<file path="src/rtl/riscv_pkg.sv">
// Shared fetch-side types: state encoding, buffered fetch entry and the canonical NOP.
package riscv_pkg;

    localparam int unsigned PC_MAX_W  = 64;
    localparam logic [31:0] NOP_INSTR = 32'h0000_0013;

    typedef enum logic [1:0] {
        FETCH = 2'd0,
        WAIT  = 2'd1,
        DRAIN = 2'd2
    } fetch_state_e;

    typedef struct packed {
        logic [PC_MAX_W-1:0] pc;
        logic [31:0]         instr;
    } fetch_entry_t;

endpackage

</file>
<file path="src/rtl/fetch_fifo.sv">
// Generic synchronous FIFO with clear; DEPTH must be a power of two so pointers wrap naturally.
module fetch_fifo #(
    parameter int unsigned DEPTH = 2,
    parameter int unsigned WIDTH = 96
) (
    input  logic                         clk,
    input  logic                         reset,
    input  logic                         clear_i,
    input  logic                         push_i,
    input  logic [WIDTH-1:0]             pushData_i,
    input  logic                         pop_i,
    output logic [WIDTH-1:0]             popData_o,
    output logic                         full_o,
    output logic                         empty_o,
    output logic [$clog2(DEPTH+1)-1:0]   count_o
);

    localparam int unsigned PTR_W = (DEPTH > 1) ? $clog2(DEPTH) : 1;
    localparam int unsigned CNT_W = $clog2(DEPTH + 1);

    logic [WIDTH-1:0] mem_q [DEPTH];
    logic [PTR_W-1:0] rdPtr_q, wrPtr_q;
    logic [CNT_W-1:0] count_q;
    logic             doPush, doPop;

    assign full_o    = (count_q == CNT_W'(DEPTH));
    assign empty_o   = (count_q == '0);
    assign count_o   = count_q;
    assign popData_o = mem_q[rdPtr_q];
    assign doPop     = pop_i && !empty_o;
    assign doPush    = push_i && (!full_o || doPop);

    always_ff @(posedge clk) begin
        if (doPush) begin
            mem_q[wrPtr_q] <= pushData_i;
        end
    end

    always_ff @(posedge clk) begin
        if (reset || clear_i) begin
            rdPtr_q <= '0;
            wrPtr_q <= '0;
            count_q <= '0;
        end else begin
            if (doPush) begin
                wrPtr_q <= wrPtr_q + 1'b1;
            end
            if (doPop) begin
                rdPtr_q <= rdPtr_q + 1'b1;
            end
            if (doPush && !doPop) begin
                count_q <= count_q + 1'b1;
            end else if (doPop && !doPush) begin
                count_q <= count_q - 1'b1;
            end
        end
    end

endmodule

</file>
<file path="src/rtl/ifetch.sv">
// Instruction fetch stage: single-outstanding imem requests, buffered words, redirect with drain.
// Optional macro IFETCH_MISALIGN_TRAP_EN adds fetch_misaligned and halts fetch on a misaligned redirect.
module ifetch
    import riscv_pkg::*;
#(
    parameter int unsigned XLEN       = 64,
    parameter logic [63:0] RESET_PC   = 64'h0000_0000_8000_0000,
    parameter int unsigned FIFO_DEPTH = 2
) (
    input  logic            clk,
    input  logic            reset,
    input  logic            stall,
    input  logic            redirect,
    input  logic [XLEN-1:0] redirect_pc,
    output logic            imem_req_valid,
    input  logic            imem_req_ready,
    output logic [XLEN-1:0] imem_req_addr,
    input  logic            imem_rsp_valid,
    input  logic [31:0]     imem_rsp_data,
    output logic [XLEN-1:0] pc_out,
    output logic [31:0]     instr_out,
    output logic            valid_out
`ifdef IFETCH_MISALIGN_TRAP_EN
    ,
    output logic            fetch_misaligned
`endif
);

    localparam int unsigned CNT_W = $clog2(FIFO_DEPTH + 1);

    fetch_state_e     state_q, state_d;
    logic [XLEN-1:0]  pc_q, pc_d, reqPc_q, reqPc_d;
    logic [XLEN-1:0]  pcOut_q, pcOut_d;
    logic [31:0]      instrOut_q, instrOut_d;
    logic             validOut_q, validOut_d;
    logic [XLEN-1:0]  redirPc;
    logic             fetchHalted, reqFire;
    logic             fifoPush, fifoPop, fifoFull, fifoEmpty;
    logic [CNT_W-1:0] fifoCount;
    fetch_entry_t     pushEntry, headEntry;

`ifdef IFETCH_MISALIGN_TRAP_EN
    logic misaligned_q, misaligned_d, redirMisaligned;
    assign redirPc          = redirect_pc;
    assign redirMisaligned  = (redirect_pc[1:0] != 2'b00);
    assign fetchHalted      = misaligned_q;
    assign fetch_misaligned = misaligned_q;
`else
    assign redirPc     = redirect_pc & ~XLEN'(3);
    assign fetchHalted = 1'b0;
`endif

    // A slot is reserved before issuing, so the single in-flight response always fits.
    assign imem_req_valid = !reset && (state_q == FETCH) && !fetchHalted
                            && (fifoCount < CNT_W'(FIFO_DEPTH));
    assign imem_req_addr  = pc_q;
    assign reqFire        = imem_req_valid && imem_req_ready;

    assign pc_out    = pcOut_q;
    assign instr_out = instrOut_q;
    assign valid_out = validOut_q;

    fetch_fifo #(
        .DEPTH (FIFO_DEPTH),
        .WIDTH ($bits(fetch_entry_t))
    ) u_fifo (
        .clk        (clk),
        .reset      (reset),
        .clear_i    (redirect),
        .push_i     (fifoPush),
        .pushData_i (pushEntry),
        .pop_i      (fifoPop),
        .popData_o  (headEntry),
        .full_o     (fifoFull),
        .empty_o    (fifoEmpty),
        .count_o    (fifoCount)
    );

    always_comb begin
        state_d    = state_q;
        pc_d       = pc_q;
        reqPc_d    = reqPc_q;
        pcOut_d    = pcOut_q;
        instrOut_d = instrOut_q;
        validOut_d = validOut_q;
        fifoPush   = 1'b0;
        fifoPop    = 1'b0;
        pushEntry  = '{pc: PC_MAX_W'(reqPc_q), instr: imem_rsp_data};
`ifdef IFETCH_MISALIGN_TRAP_EN
        misaligned_d = misaligned_q;
`endif
        if (redirect) begin
            pc_d       = redirPc;
            instrOut_d = NOP_INSTR;
            validOut_d = 1'b0;
            // Any request still in flight must be drained; a response landing now retires it.
            case (state_q)
                FETCH:   state_d = reqFire ? DRAIN : FETCH;
                WAIT:    state_d = imem_rsp_valid ? FETCH : DRAIN;
                DRAIN:   state_d = imem_rsp_valid ? FETCH : DRAIN;
                default: state_d = FETCH;
            endcase
`ifdef IFETCH_MISALIGN_TRAP_EN
            misaligned_d = redirMisaligned;
            if (redirMisaligned) begin
                pcOut_d = redirect_pc;
            end
`endif
        end else begin
            case (state_q)
                FETCH: begin
                    if (reqFire) begin
                        reqPc_d = pc_q;
                        pc_d    = pc_q + XLEN'(4);
                        state_d = WAIT;
                    end
                end
                WAIT: begin
                    if (imem_rsp_valid) begin
                        fifoPush = 1'b1;
                        state_d  = FETCH;
                    end
                end
                DRAIN: begin
                    if (imem_rsp_valid) begin
                        state_d = FETCH;
                    end
                end
                default: state_d = FETCH;
            endcase
            if (!stall) begin
                if (!fifoEmpty) begin
                    fifoPop    = 1'b1;
                    pcOut_d    = headEntry.pc[XLEN-1:0];
                    instrOut_d = headEntry.instr;
                    validOut_d = 1'b1;
                end else begin
                    instrOut_d = NOP_INSTR;
                    validOut_d = 1'b0;
                end
            end
        end
    end

    always_ff @(posedge clk) begin
        if (reset) begin
            state_q    <= FETCH;
            pc_q       <= RESET_PC[XLEN-1:0];
            reqPc_q    <= '0;
            pcOut_q    <= '0;
            instrOut_q <= NOP_INSTR;
            validOut_q <= 1'b0;
        end else begin
            state_q    <= state_d;
            pc_q       <= pc_d;
            reqPc_q    <= reqPc_d;
            pcOut_q    <= pcOut_d;
            instrOut_q <= instrOut_d;
            validOut_q <= validOut_d;
        end
    end

`ifdef IFETCH_MISALIGN_TRAP_EN
    always_ff @(posedge clk) begin
        if (reset) begin
            misaligned_q <= 1'b0;
        end else begin
            misaligned_q <= misaligned_d;
        end
    end
`endif

`ifndef SYNTHESIS
    rspNotInFetch: assert property (@(posedge clk) disable iff (reset)
        !(imem_rsp_valid && (state_q == FETCH)));
    noPushWhenFull: assert property (@(posedge clk) disable iff (reset)
        !(fifoPush && fifoFull));
`endif

endmodule

</file>
<file path="config.mk">
export PLATFORM = sky130hd
export DESIGN_NAME = ifetch
export DESIGN_NICKNAME = d
export VERILOG_FILES = /design/src/rtl/riscv_pkg.sv /design/src/rtl/fetch_fifo.sv /design/src/rtl/ifetch.sv
export SDC_FILE = /design/constraint.sdc
export NUM_CORES = 1
export LEC_CHECK = 0
export CORE_MARGIN = 2
export CORE_UTILIZATION = 53
export CTS_CLUSTER_DIAMETER = 80
export DETAILED_ROUTE_END_ITERATION = 6
export PLACE_DENSITY_LB_ADDON = 0.05
export SLEW_MARGIN = 25
export SYNTH_ARGS = -nofsm -noshare
export SYNTH_HDL_FRONTEND = slang
export SYNTH_SLANG_ARGS = --single-unit
</file>
<file path="constraint.sdc">
create_clock -name clk -period 17.2 [get_ports clk]
set_clock_uncertainty 0.2 [all_clocks]
set_input_delay 3.44 -clock clk [delete_from_list [all_inputs] [get_ports clk]]
set_output_delay 3.44 -clock clk [all_outputs]
set_load 0.02 [all_outputs]
</file>
==> tab_implementation.tex, run 1 <==
\begin{tabular}{lr}
\hline
Metric & Value \\
\hline
\multicolumn{2}{l}{\textbf{Global routing}} \\
\quad Met2 track utilization from global routing & 40.6\% \\
\quad Routing usage on met3 & 5.26\% \\
\quad Congestion Overflow GR & 0 \\
\quad GR met1 Demand/Resource & between 30\% and 40\% \\
\quad All-layer global routing usage & 24.5\% \\
\quad Busiest metal layer after global routing & met2 \\
\quad Number of global-route vias before repair & approximately 11000 \\
\quad Number of antenna violations at the first check in global routing & 3 \\
\quad Pin count of the biggest net entering global routing & about 120 \\
\quad Global-route wire length before repair & 60.1 mm \\
\multicolumn{2}{l}{\textbf{Setup path}} \\
\quad Category of the worst setup path launch point & input pin \\
\quad Reg2reg setup slack & 13.35 ns \\
\quad Required time reported for the critical path endpoint & 13.56 ns \\
\quad Critical setup path kind & input pin to primary output \\
\quad Arrival time at the worst endpoint & a little under 5 ns \\
\quad Critical register-to-register path startpoint & state\_q[1] \\
\quad Max Fanout on Critical Path & 117 \\
\quad Element type at the critical path end & primary output \\
\quad Terminus of the critical flop-to-flop path & imem\_req\_addr[53] \\
\quad R2r worst-path depth & 7 \\
\multicolumn{2}{l}{\textbf{Floorplan}} \\
\quad Die Area & 0.0314 sq mm \\
\quad Die outline height & 177 um \\
\quad Total core area & 0.0296 sq mm \\
\quad Initial standard-cell utilization of the core & 53.7\% \\
\quad Boundary pin count & approximately 260 \\
\quad Width of the die & about 180 um \\
\quad Number of standard-cell rows in the floorplan & 63 \\
\multicolumn{2}{l}{\textbf{Place}} \\
\quad HPWL after detailed placement & $\sim$25 mm \\
\quad Final estimated routing congestion in global placement & 0.774 \\
\quad Number of buffers inserted by port buffering & roughly 260 \\
\multicolumn{2}{l}{\textbf{Clock network}} \\
\quad CTS tree & done \\
\quad Post-CTS setup buffer count & 0 \\
\quad CTS H-tree lvls & 2 \\
\quad Total CTS buffers & 43 \\
\quad Clock slew at the register clock pins of the worst setup and hold paths & $\sim$0.060 ns \\
\quad Insertion delay to the later sink of the worst-skew pair & 0.53 ns \\
\quad Sink Count & 414 \\
\quad Hold Buf Count CTS & 0 \\
\quad Quantity of gates resized following cts & 0 \\
\quad Maximum buffer depth of the clock tree & 3 \\
\quad Cell chosen for the clock root & clkbuf\_16 \\
\multicolumn{2}{l}{\textbf{Finish}} \\
\quad Net count, final & 1751 \\
\quad Footprint of the multi-input gates & between 0.005 and 0.006 sq mm \\
\quad Register area & 0.0102 sq mm \\
\quad Layout cell share with drive strength beyond 1 & between 5 and 6\% \\
\quad Fillcell total & approximately 2300 \\
\quad Area delta synth->final & 26.7\% \\
\quad Utilization after layout & 68.0\% \\
\multicolumn{2}{l}{\textbf{Synthesis}} \\
\quad Synth cell types & between 50 and 60 \\
\quad Synth area leader & edfxtp\_1 \\
\quad FF+latch count, synth & 414 \\
\quad Count of synthesis-stage warnings from yosys & 0 \\
\quad Synth Instances & 1423 \\
\quad Number of flops mapped to enable cells by yosys & about 190 \\
\quad Dominant cell by count in the synthesized netlist & dfxtp\_1 \\
\quad Most frequent cells after synthesis & 226 x dfxtp\_1, 188 x edfxtp\_1, 183 x nor2\_1 \\
\quad Post-synthesis cell area & 0.0159 sq mm \\
\quad Proportion of netlist area held by the largest area contributor & 35.5\% \\
\quad Sequential-to-total area share from yosys stat & 63.9\% \\
\quad Primary flip-flop cell chosen by synthesis mapping & dfxtp\_1 \\
\quad Synth Area per Inst & 11.2 sq um \\
\quad Top post-synthesis cells by area & edfxtp\_1 35\%, dfxtp\_1 28\%, mux2i\_1 5.8\%, nor2\_1 4.3\%, a211oi\_1 4.2\% \\
\quad Asr flop ratio synth & 0\% \\
\multicolumn{2}{l}{\textbf{Worst hold path}} \\
\quad Min-Delay Path Class & flop to flop \\
\quad Worst Min Path Start & reqPc\_q[21] \\
\quad Worst hold endpoint & u\_fifo.mem\_q[1][53] \\
\quad Worst hold stages & 0 \\
\multicolumn{2}{l}{\textbf{Routing}} \\
\quad DRC violations left & 0 \\
\quad Antenna Violating Nets Remaining & 0 \\
\quad DRC violation total after the first TritonRoute iteration & 560 \\
\quad Total number of vias & 11600 \\
\quad Via density & 5.61 \\
\quad First-pass DRT Iterations & 5 \\
\quad Routed wire length & 39.2 mm \\
\quad Mean routed wirelength per cell & 18.9 um \\
\multicolumn{2}{l}{\textbf{Run status}} \\
\quad Outcome & completed \\
\multicolumn{2}{l}{\textbf{Timing}} \\
\quad RSZ-0062 raised after global routing & no \\
\quad Final setup violating endpoints & 0 \\
\quad Crit path time final & 8.49 ns \\
\quad Relative max-transition margin & 37.3\% \\
\quad Slew at the pin closest to its max-slew limit & 0.940 ns \\
\quad Final hold violations & 0 \\
\quad Fin crit share & around half \\
\quad Fmax & $\sim$120 MHz \\
\quad Number of pins with negative max-slew slack in the final report & 0 \\
\quad Final sum of negative setup slack & 0 ns \\
\multicolumn{2}{l}{\textbf{Power}} \\
\quad Worst ir drop on vdd & approximately 0.000087 V \\
\quad Leakage dissipation & 6.50 nW \\
\quad Power after layout & slightly above 2 mW \\
\quad Total power per unit cell area & $\sim$100 mW/mm\^{}2 \\
\multicolumn{2}{l}{\textbf{Run}} \\
\quad Reported max-cap violation count & 0 \\
\hline
\end{tabular}
report_power, final:
group	switching, mW	internal (mW)
clock	0.366	0.529
combinational	0.0632	0.0546
sequential	0.0216	1.04
total	0.451	1.62
state kept, by name, indices dropped and copies added (netlist names), named ones only:
register        cells
u_fifo.mem_q      188
imem_req_addr      62
pc_out             62
reqPc_q            62
instr_out          32
state_q             2
u_fifo.count_o      2
u_fifo.rdPtr_q      1
u_fifo.wrPtr_q      1
valid_out           1
layout by cell type (no fill, tap or decap), types with 3 or more instances in the layout:
master / netlist / routed
clkdlybuf4s50_1: 0 / 255
dfxtp_1: 226 / 225
edfxtp_1: 188 / 188
nor2_1: 183 / 181
nand2_1: 163 / 162
a21oi_1: 105 / 105
mux2i_1: 92 / 92
a211oi_1: 89 / 89
clkbuf_16: 0 / 44
nand3_1: 27 / 27
nand4_1: 23 / 23
inv_1: 20 / 19
nor3_1: 17 / 17
xor2_1: 17 / 17
xnor2_1: 17 / 17
and3_1: 16 / 16
nor4_1: 17 / 15
a311oi_1: 15 / 15
buf_4: 4 / 15
or4_1: 13 / 13
or3_1: 11 / 11
o21ai_0: 10 / 10
clkbuf_1: 84 / 10
clkbuf_8: 0 / 10
o31ai_1: 8 / 8
clkinv_1: 1 / 6
a311o_1: 6 / 6
and4_1: 6 / 6
clkinv_2: 0 / 6
a2111oi_0: 5 / 5
ha_1: 5 / 5
nor4_2: 2 / 4
o211ai_1: 4 / 4
conb_1: 1 / 4
mux2_2: 3 / 3
o22ai_1: 3 / 3
nor2b_1: 3 / 3
per-stage QoR:
stage	hold slack, ns	area (sq um)	setup slack (ns)	instances
detailed placement	0.235	18800	8.68	1989
global placement	0.229	18700	8.67	1988
finish	0.242	20200	8.71	2070
CTS	0.244	20200	8.68	2069
global route	0.251	20200	8.62	2070
floorplan	0.225	15900	3.05	1426
kinds of logic after synthesis:
family / after synthesis / share of synthesized area [%]
DFF: 414 / 63.9
adders and majority gates: 5 / 0.393
AOI/OAI and AO/OA: 258 / 10.7
and+or+nand+nor: 495 / 14.1
buffers and inverters: 121 / 2.96
xor gates and xnor gates: 34 / 1.87
muxes: 95 / 6.00
other: 1 / 0.0236
area by class of cell:
type | instances | share of cell area, %
Antenna cell | 1 | 0.0124
Clock buffer | 64 | 6.33
Clock inverter | 16 | 0.589
Inverter | 21 | 0.391
Multi-Input combinational cell | 891 | 26.4
Sequential cell | 414 | 50.4
Tap cell | 390 | 2.42
Timing Repair Buffer | 273 | 13.4
worst max path at each step:
stage	startpoint	endpoint	depth (start not counted)
after floorplan	redirect	u_fifo.mem_q[0][0]	5
after global placement	reset	imem_req_valid	3
after detailed placement	reset	imem_req_valid	3
after CTS	reset	imem_req_valid	3
after global routing	reset	imem_req_valid	3
final	reset	imem_req_valid	3
layer usage:
layer  part of all wire, %  wire length (um)
met3                   7.4              2900
met2                    47             18500
met1                    43             16700
met4                   2.7              1040
met5                 0.036                14
critical path: stages:
cell and delay (ns):
buf_6 0.63, nor3b_1 0.16, clkdlybuf4s50_1 0.59
Power figures use the tool's default switching activity.
==> run 2: changes to the inputs <==
- clock period: 17.2 -> 8 ns (I/O delays scaled with it)
==> run 2 against run 1 <==
- via count shrank 0.58%
- die area is the same
- count of clock-buffer cells in the layout shrank 3
- power grew 120%
- largest cell class unchanged
- critical endpoint unchanged
- routed wire length shrank 0.44%
- sequential cell count is the same
- first-iteration DRC count grew 46%
==> tab_implementation.tex, run 2 (same netlist as run 1, synthesis figures left out) <==
\begin{tabular}{lr}
\hline
Metric & Value \\
\hline
\multicolumn{2}{l}{\textbf{Place}} \\
\quad Number of buffers inserted by port buffering & 257 (unchanged) \\
\quad Dpl cells & 1987 (-0.10\%) \\
\quad Pre-CTS worst setup slack & 3.08 ns (-5.61 ns) \\
\quad Final estimated routing congestion in global placement & 0.775 (+0.14\%) \\
\quad Post-DP Area & 0.0187 sq mm (-0.10\%) \\
\quad HPWL after detailed placement & 24.6 mm (-2.7\%) \\
\multicolumn{2}{l}{\textbf{Timing}} \\
\quad Final setup violating endpoints & 0 (unchanged) \\
\quad Number of pins with negative max-slew slack in the final report & 0 (unchanged) \\
\quad Slew at the pin closest to its max-slew limit & 1.04 ns (+0.0985 ns) \\
\quad Post-route setup slack & 3.27 ns (-5.44 ns) \\
\quad Final sum of negative setup slack & 0 ns (unchanged) \\
\quad Hold WS & 0.252 ns (+0.00986 ns) \\
\quad Fmax & 211 MHz \\
\quad Fin crit share & 59.1\% \\
\quad RSZ-0062 raised after global routing & no \\
\quad Relative max-transition margin & 30.7\% (-6.6 points) \\
\quad Final hold violations & 0 (unchanged) \\
\quad Crit path time final & 4.73 ns \\
\multicolumn{2}{l}{\textbf{Run}} \\
\quad Reported max-cap violation count & 0 (unchanged) \\
\multicolumn{2}{l}{\textbf{Power}} \\
\quad Leakage dissipation & 6.52 nW (+0.31\%) \\
\quad Worst ir drop on vdd & 0.000218 V (+150\%) \\
\quad Total power per unit cell area & 226 mW/mm\^{}2 (+120\%) \\
\quad Power after layout & 4.57 mW (+120\%) \\
\multicolumn{2}{l}{\textbf{Floorplan}} \\
\quad Boundary pin count & 264 (unchanged) \\
\quad Initial standard-cell utilization of the core & 53.7\% (unchanged) \\
\quad Total core area & 0.0296 sq mm (unchanged) \\
\quad Die Area & 0.0314 sq mm (unchanged) \\
\quad Die outline height & 177 um (unchanged) \\
\quad Width of the die & 177 um (unchanged) \\
\quad Number of standard-cell rows in the floorplan & 63 (unchanged) \\
\multicolumn{2}{l}{\textbf{Setup path}} \\
\quad Arrival time at the worst endpoint & 2.93 ns (-1.92 ns) \\
\quad Delay contributed by the slowest stage of the critical path & 0.67 ns (+0.04 ns) \\
\quad Element type at the critical path end & primary output \\
\quad Cell type group with the largest total delay on the critical path & buffers and inverters \\
\quad Category of the worst setup path launch point & input pin \\
\quad Critical setup path kind & input pin to primary output \\
\quad Max Fanout on Critical Path & 104 (-11\%) \\
\quad Required time reported for the critical path endpoint & 6.20 ns (-7.36 ns) \\
\quad Cell with the largest stage delay on the worst path & clkdlybuf4s50\_1 \\
\quad Buffering stage count on the worst path with inverters included & 2 (unchanged) \\
\quad Critical path, cell by cell & buf\_6 -> nor3b\_1 -> clkdlybuf4s50\_1 \\
\quad Stages on the worst setup path & 3 (unchanged) \\
\quad R2r worst-path depth & 5 (-2) \\
\multicolumn{2}{l}{\textbf{Run status}} \\
\quad Outcome & completed \\
\multicolumn{2}{l}{\textbf{Routing}} \\
\quad Routed wire length & 39.0 mm (-0.44\%) \\
\quad First-pass DRT Iterations & 5 (unchanged) \\
\quad Total number of vias & 11500 (-0.58\%) \\
\quad DRC violation total after the first TritonRoute iteration & 817 (+46\%) \\
\quad DRC violations left & 0 (unchanged) \\
\quad Via density & 5.58 (-0.58\%) \\
\quad Mean routed wirelength per cell & 18.8 um (-0.44\%) \\
\quad Antenna Violating Nets Remaining & 0 (unchanged) \\
\multicolumn{2}{l}{\textbf{Finish}} \\
\quad Commonest cells after routing, fill and taps aside & 255 x clkdlybuf4s50\_1, 225 x dfxtp\_1, 188 x edfxtp\_1 \\
\quad Layout cell share with drive strength beyond 1 & 5.78\% (-0.17 points) \\
\quad Number of flip-flops in the largest register & 188 (unchanged) \\
\quad Fillcell total & 2296 (+0.17\%) \\
\quad Most common library cell in the layout ignoring fill and taps & clkdlybuf4s50\_1 \\
\quad Final cell count without fillers & 2070 (unchanged) \\
\quad Final cell area excluding filler cells & 0.0202 sq mm (+0.29\%) \\
\quad Register ranked first by flip-flop count & u\_fifo.mem\_q \\
\quad Utilization after layout & 68.2\% (+0.19 points) \\
\quad Area delta synth->final & 27.1\% \\
\quad Net count, final & 1749 (-0.11\%) \\
\multicolumn{2}{l}{\textbf{Clock network}} \\
\quad Hold Buf Count CTS & 0 (unchanged) \\
\quad Total CTS buffers & 43 (unchanged) \\
\quad Insertion delay to the later sink of the worst-skew pair & 0.53 ns (about the same) \\
\quad Post-CTS setup buffer count & 0 (unchanged) \\
\quad Maximum buffer depth of the clock tree & 3 (unchanged) \\
\quad Quantity of gates resized following cts & 0 (unchanged) \\
\quad Clock slew at the register clock pins of the worst setup and hold paths & 0.06 ns (about the same) \\
\quad Sink Count & 414 (unchanged) \\
\quad CTS tree & done \\
\quad CTS H-tree lvls & 2 (unchanged) \\
\quad Cell chosen for the clock root & clkbuf\_16 \\
\multicolumn{2}{l}{\textbf{Global routing}} \\
\quad Pin count of the biggest net entering global routing & 105 (-11\%) \\
\quad Congestion Overflow GR & 0 (unchanged) \\
\quad Global-route wire length before repair & 60.0 mm (about the same) \\
\quad Number of global-route vias before repair & 10900 (-0.82\%) \\
\quad All-layer global routing usage & 24.4\% (-0.10 points) \\
\quad Number of antenna violations at the first check in global routing & 3 (unchanged) \\
\multicolumn{2}{l}{\textbf{Worst hold path}} \\
\quad Min-Delay Path Class & flop to flop \\
\quad Worst hold stages & 0 (unchanged) \\
\hline
\end{tabular}
run 2: layout make-up:
type / count / area [sq um] / area share, %
Multi-Input combinational cell: 891 / 5340 / 26.4
Timing Repair Buffer: 271 / 2670 / 13.2
Clock buffer: 61 / 1200 / 5.96
Clock inverter: 19 / 255 / 1.26
Sequential cell: 414 / 10200 / 50.3
Tap cell: 390 / 488 / 2.41
Inverter: 21 / 78.8 / 0.390
Antenna cell: 3 / 7.51 / 0.0371
run 2: metal layers:
metal	track usage, %	wire (um)
met2	40.1	18300
met3	5.41	2640
met4	6.42	726
met5	0	0
met1	32.8	17300
run 2: where the power goes:
part	switching [mW]	leakage, nW	total [mW]	internal (mW)
registers	0.0473	3.70	2.28	2.24
logic	0.136	2.10	0.253	0.118
clock network	0.791	0.716	2.04	1.25
total	0.974	6.52	4.57	3.60
run 2: worst paths after layout:
kind	slack, ns	startpoint	endpoint
min	0.25	reqPc_q[35]	u_fifo.mem_q[1][67]
max	3.27	reset	imem_req_valid
min reg2reg	0.25	reqPc_q[35]	u_fifo.mem_q[1][67]
max reg2reg	4.41	imem_req_addr[15]	imem_req_addr[48]
==> run 3: changes to the inputs <==
- CORE_UTILIZATION: 53 -> 48
- clock period: 8 -> 4 ns (I/O delays scaled with it)
==> run 3 against run 2 <==
- hold slack worse by 0.0024 ns
- highest routed layer unchanged
- die area increased by 10%
- sequential share of layout area decreased by 0.73 points
- utilization decreased by 5.3 points
- non-clock buffer count up 17
- final cell count increased by 3.3%
- critical path type is now flop to primary output
==> tab_implementation.tex, run 3 (same netlist as run 1, synthesis figures left out) <==
\begin{tabular}{lr}
\hline
Metric & Value \\
\hline
\multicolumn{2}{l}{\textbf{Place}} \\
\quad Number of buffers inserted by port buffering & 257 (unchanged) \\
\quad Dpl cells & 2056 (+3.5\%) \\
\quad Final estimated routing congestion in global placement & 0.783 (+0.95\%) \\
\quad Pre-CTS worst setup slack & 0.429 ns (-2.65 ns) \\
\quad Post-DP Area & 0.0190 sq mm (+1.6\%) \\
\quad HPWL after detailed placement & 25.9 mm (+5.4\%) \\
\multicolumn{2}{l}{\textbf{Finish}} \\
\quad Net count, final & 1766 (+0.97\%) \\
\quad Final cell count without fillers & 2139 (+3.3\%) \\
\quad Most common library cell in the layout ignoring fill and taps & clkdlybuf4s50\_1 \\
\quad Register ranked first by flip-flop count & u\_fifo.mem\_q \\
\quad Final cell area excluding filler cells & 0.0205 sq mm (+1.5\%) \\
\quad Number of flip-flops in the largest register & 188 (unchanged) \\
\quad Layout cell share with drive strength beyond 1 & 6.67\% (+0.89 points) \\
\quad Area delta synth->final & 29.0\% \\
\quad Commonest cells after routing, fill and taps aside & 255 x clkdlybuf4s50\_1, 225 x dfxtp\_1, 188 x edfxtp\_1 \\
\quad Utilization after layout & 62.9\% (-5.3 points) \\
\quad Fillcell total & 2605 (+13\%) \\
\multicolumn{2}{l}{\textbf{Run}} \\
\quad Reported max-cap violation count & 0 (unchanged) \\
\multicolumn{2}{l}{\textbf{Worst hold path}} \\
\quad Worst hold stages & 0 (unchanged) \\
\quad Worst Min Path Start & reqPc\_q[24] \\
\quad Min-Delay Path Class & flop to flop \\
\quad Worst hold endpoint & u\_fifo.mem\_q[0][56] \\
\multicolumn{2}{l}{\textbf{Setup path}} \\
\quad Buffering stage count on the worst path with inverters included & 2 (unchanged) \\
\quad Terminus of the critical flop-to-flop path & imem\_req\_addr[41] \\
\quad Element type at the critical path end & primary output \\
\quad Cell type group with the largest total delay on the critical path & buffers and inverters \\
\quad Critical register-to-register path startpoint & imem\_req\_addr[15] \\
\quad Max Fanout on Critical Path & 5 (-95\%) \\
\quad Category of the worst setup path launch point & flop \\
\quad Delay contributed by the slowest stage of the critical path & 0.68 ns (about the same) \\
\quad Reg2reg setup slack & 0.91 ns (-3.50 ns) \\
\quad Arrival time at the worst endpoint & 2.22 ns (-0.71 ns) \\
\quad Cell with the largest stage delay on the worst path & clkdlybuf4s50\_1 \\
\quad Critical path, cell by cell & inv\_1 -> ha\_1 -> nor3b\_1 -> clkdlybuf4s50\_1 \\
\quad R2r worst-path depth & 5 (unchanged) \\
\quad Required time reported for the critical path endpoint & 3.00 ns (-3.20 ns) \\
\quad Critical setup path kind & flop to primary output \\
\multicolumn{2}{l}{\textbf{Power}} \\
\quad Leakage dissipation & 6.64 nW (+1.9\%) \\
\quad Total power per unit cell area & 446 mW/mm\^{}2 (+97\%) \\
\quad Worst ir drop on vdd & 0.000300 V (+38\%) \\
\multicolumn{2}{l}{\textbf{Floorplan}} \\
\quad Total core area & 0.0326 sq mm (+10\%) \\
\quad Number of standard-cell rows in the floorplan & 66 (+4.8\%) \\
\quad Width of the die & 186 um (+5.0\%) \\
\quad Die Area & 0.0346 sq mm (+10\%) \\
\quad Initial standard-cell utilization of the core & 48.8\% (-4.9 points) \\
\quad Boundary pin count & 264 (unchanged) \\
\quad Die outline height & 186 um (+5.0\%) \\
\multicolumn{2}{l}{\textbf{Timing}} \\
\quad Hold WS & 0.249 ns (-0.00237 ns) \\
\quad RSZ-0062 raised after global routing & no \\
\quad Relative max-transition margin & 34.5\% (+3.8 points) \\
\quad Slew at the pin closest to its max-slew limit & 0.982 ns (-0.0569 ns) \\
\quad Number of pins with negative max-slew slack in the final report & 0 (unchanged) \\
\quad Post-route setup slack & 0.782 ns (-2.49 ns) \\
\quad Crit path time final & between 3 and 4 ns \\
\quad Final setup violating endpoints & 0 (unchanged) \\
\quad Fin crit share & 80.4\% \\
\quad Fmax & around 310 MHz \\
\quad Final hold violations & 0 (unchanged) \\
\multicolumn{2}{l}{\textbf{Routing}} \\
\quad Routed wire length & 40.2 mm (+3.0\%) \\
\quad DRC violation total after the first TritonRoute iteration & 632 (-23\%) \\
\quad Via density & 5.43 (-2.7\%) \\
\quad Mean routed wirelength per cell & 18.8 um (-0.30\%) \\
\quad DRC violations left & 0 (unchanged) \\
\quad First-pass DRT Iterations & 5 (unchanged) \\
\quad Antenna Violating Nets Remaining & 0 (unchanged) \\
\quad Total number of vias & 11600 (+0.54\%) \\
\multicolumn{2}{l}{\textbf{Clock network}} \\
\quad Maximum buffer depth of the clock tree & 3 (unchanged) \\
\quad Total CTS buffers & 43 (unchanged) \\
\quad Sink Count & 414 (unchanged) \\
\quad CTS H-tree lvls & 2 (unchanged) \\
\quad CTS tree & done \\
\quad Clock slew at the register clock pins of the worst setup and hold paths & 0.06 ns (about the same) \\
\quad Cell chosen for the clock root & clkbuf\_16 \\
\quad Hold Buf Count CTS & 0 (unchanged) \\
\quad Post-CTS setup buffer count & 0 (unchanged) \\
\quad Insertion delay to the later sink of the worst-skew pair & 0.53 ns (about the same) \\
\quad Quantity of gates resized following cts & 0 (unchanged) \\
\multicolumn{2}{l}{\textbf{Global routing}} \\
\quad All-layer global routing usage & 22.7\% (-1.7 points) \\
\quad Congestion Overflow GR & 0 (unchanged) \\
\quad Number of global-route vias before repair & 10900 (-0.046\%) \\
\quad Pin count of the biggest net entering global routing & 195 (+86\%) \\
\quad Global-route wire length before repair & 60.6 mm (+0.91\%) \\
\quad Number of antenna violations at the first check in global routing & 4 (+1) \\
\multicolumn{2}{l}{\textbf{Run status}} \\
\quad Outcome & completed \\
\hline
\end{tabular}
[run 3: cell types whose count changed in the layout (fill, tap and decap cells not counted), moves of 3 or more]
cell | previous run | this run
clkbuf_8 | 4 | 14
buf_4 | 14 | 23
buf_12 | 0 | 8
clkinv_2 | 7 | 2
bufinv_16 | 6 | 3
[run 3: cell type report]
cell class	instances	area (sq um)	area share (%)
multi-input cells	891	5330	26.0
flip-flops and latches	414	10200	49.6
repair buffers	288	2900	14.1
clock inverters	8	111	0.543
diodes	4	10.0	0.0488
clock buffers	71	1360	6.65
well taps	442	553	2.69
inverters	21	78.8	0.384
[run 3: stage by stage]
stage               power, mW  TNS (ns)
floorplan                4.88    -91.20
global placement         5.17         0
detailed placement       5.18         0
CTS                      9.25         0
global route             9.47         0
finish                   9.16         0
[run 3: worst reg2reg max path, stage by stage (launching register included)]
cell,delay [ns]
dfxtp_1,0.43
nand4_1,0.27
nor4_2,0.69
nand4_1,0.51
or4_1,0.61
a311oi_1,0.29
[run 3: layer usage]
metal / track usage [%] / routed length (um)
met3: 5.30 / 2920
met1: 29.9 / 17600
met5: 0 / 0
met2: 38.0 / 19000
met4: 5.35 / 654
[run 3: where the power goes]
part,switching [mW],internal (mW)
combinational,0.281,0.246
sequential,0.0891,4.47
clock,1.57,2.51
total,1.93,7.23
[run 3: worst max-delay path by stage]
| stage | from | end | slack [ns] | cells after the start |
|---|---|---|---|---|
| finish | state_q[1] | imem_req_valid | 0.78 | 4 |
| global route | state_q[1] | imem_req_valid | 0.66 | 4 |
| CTS | state_q[1] | imem_req_valid | 0.82 | 4 |
| detailed placement | imem_req_ready | imem_req_addr[56] | 0.43 | 7 |
| global placement | imem_req_ready | imem_req_addr[51] | 0.45 | 6 |
| floorplan | redirect | u_fifo.mem_q[0][0] | -0.97 | 5 |
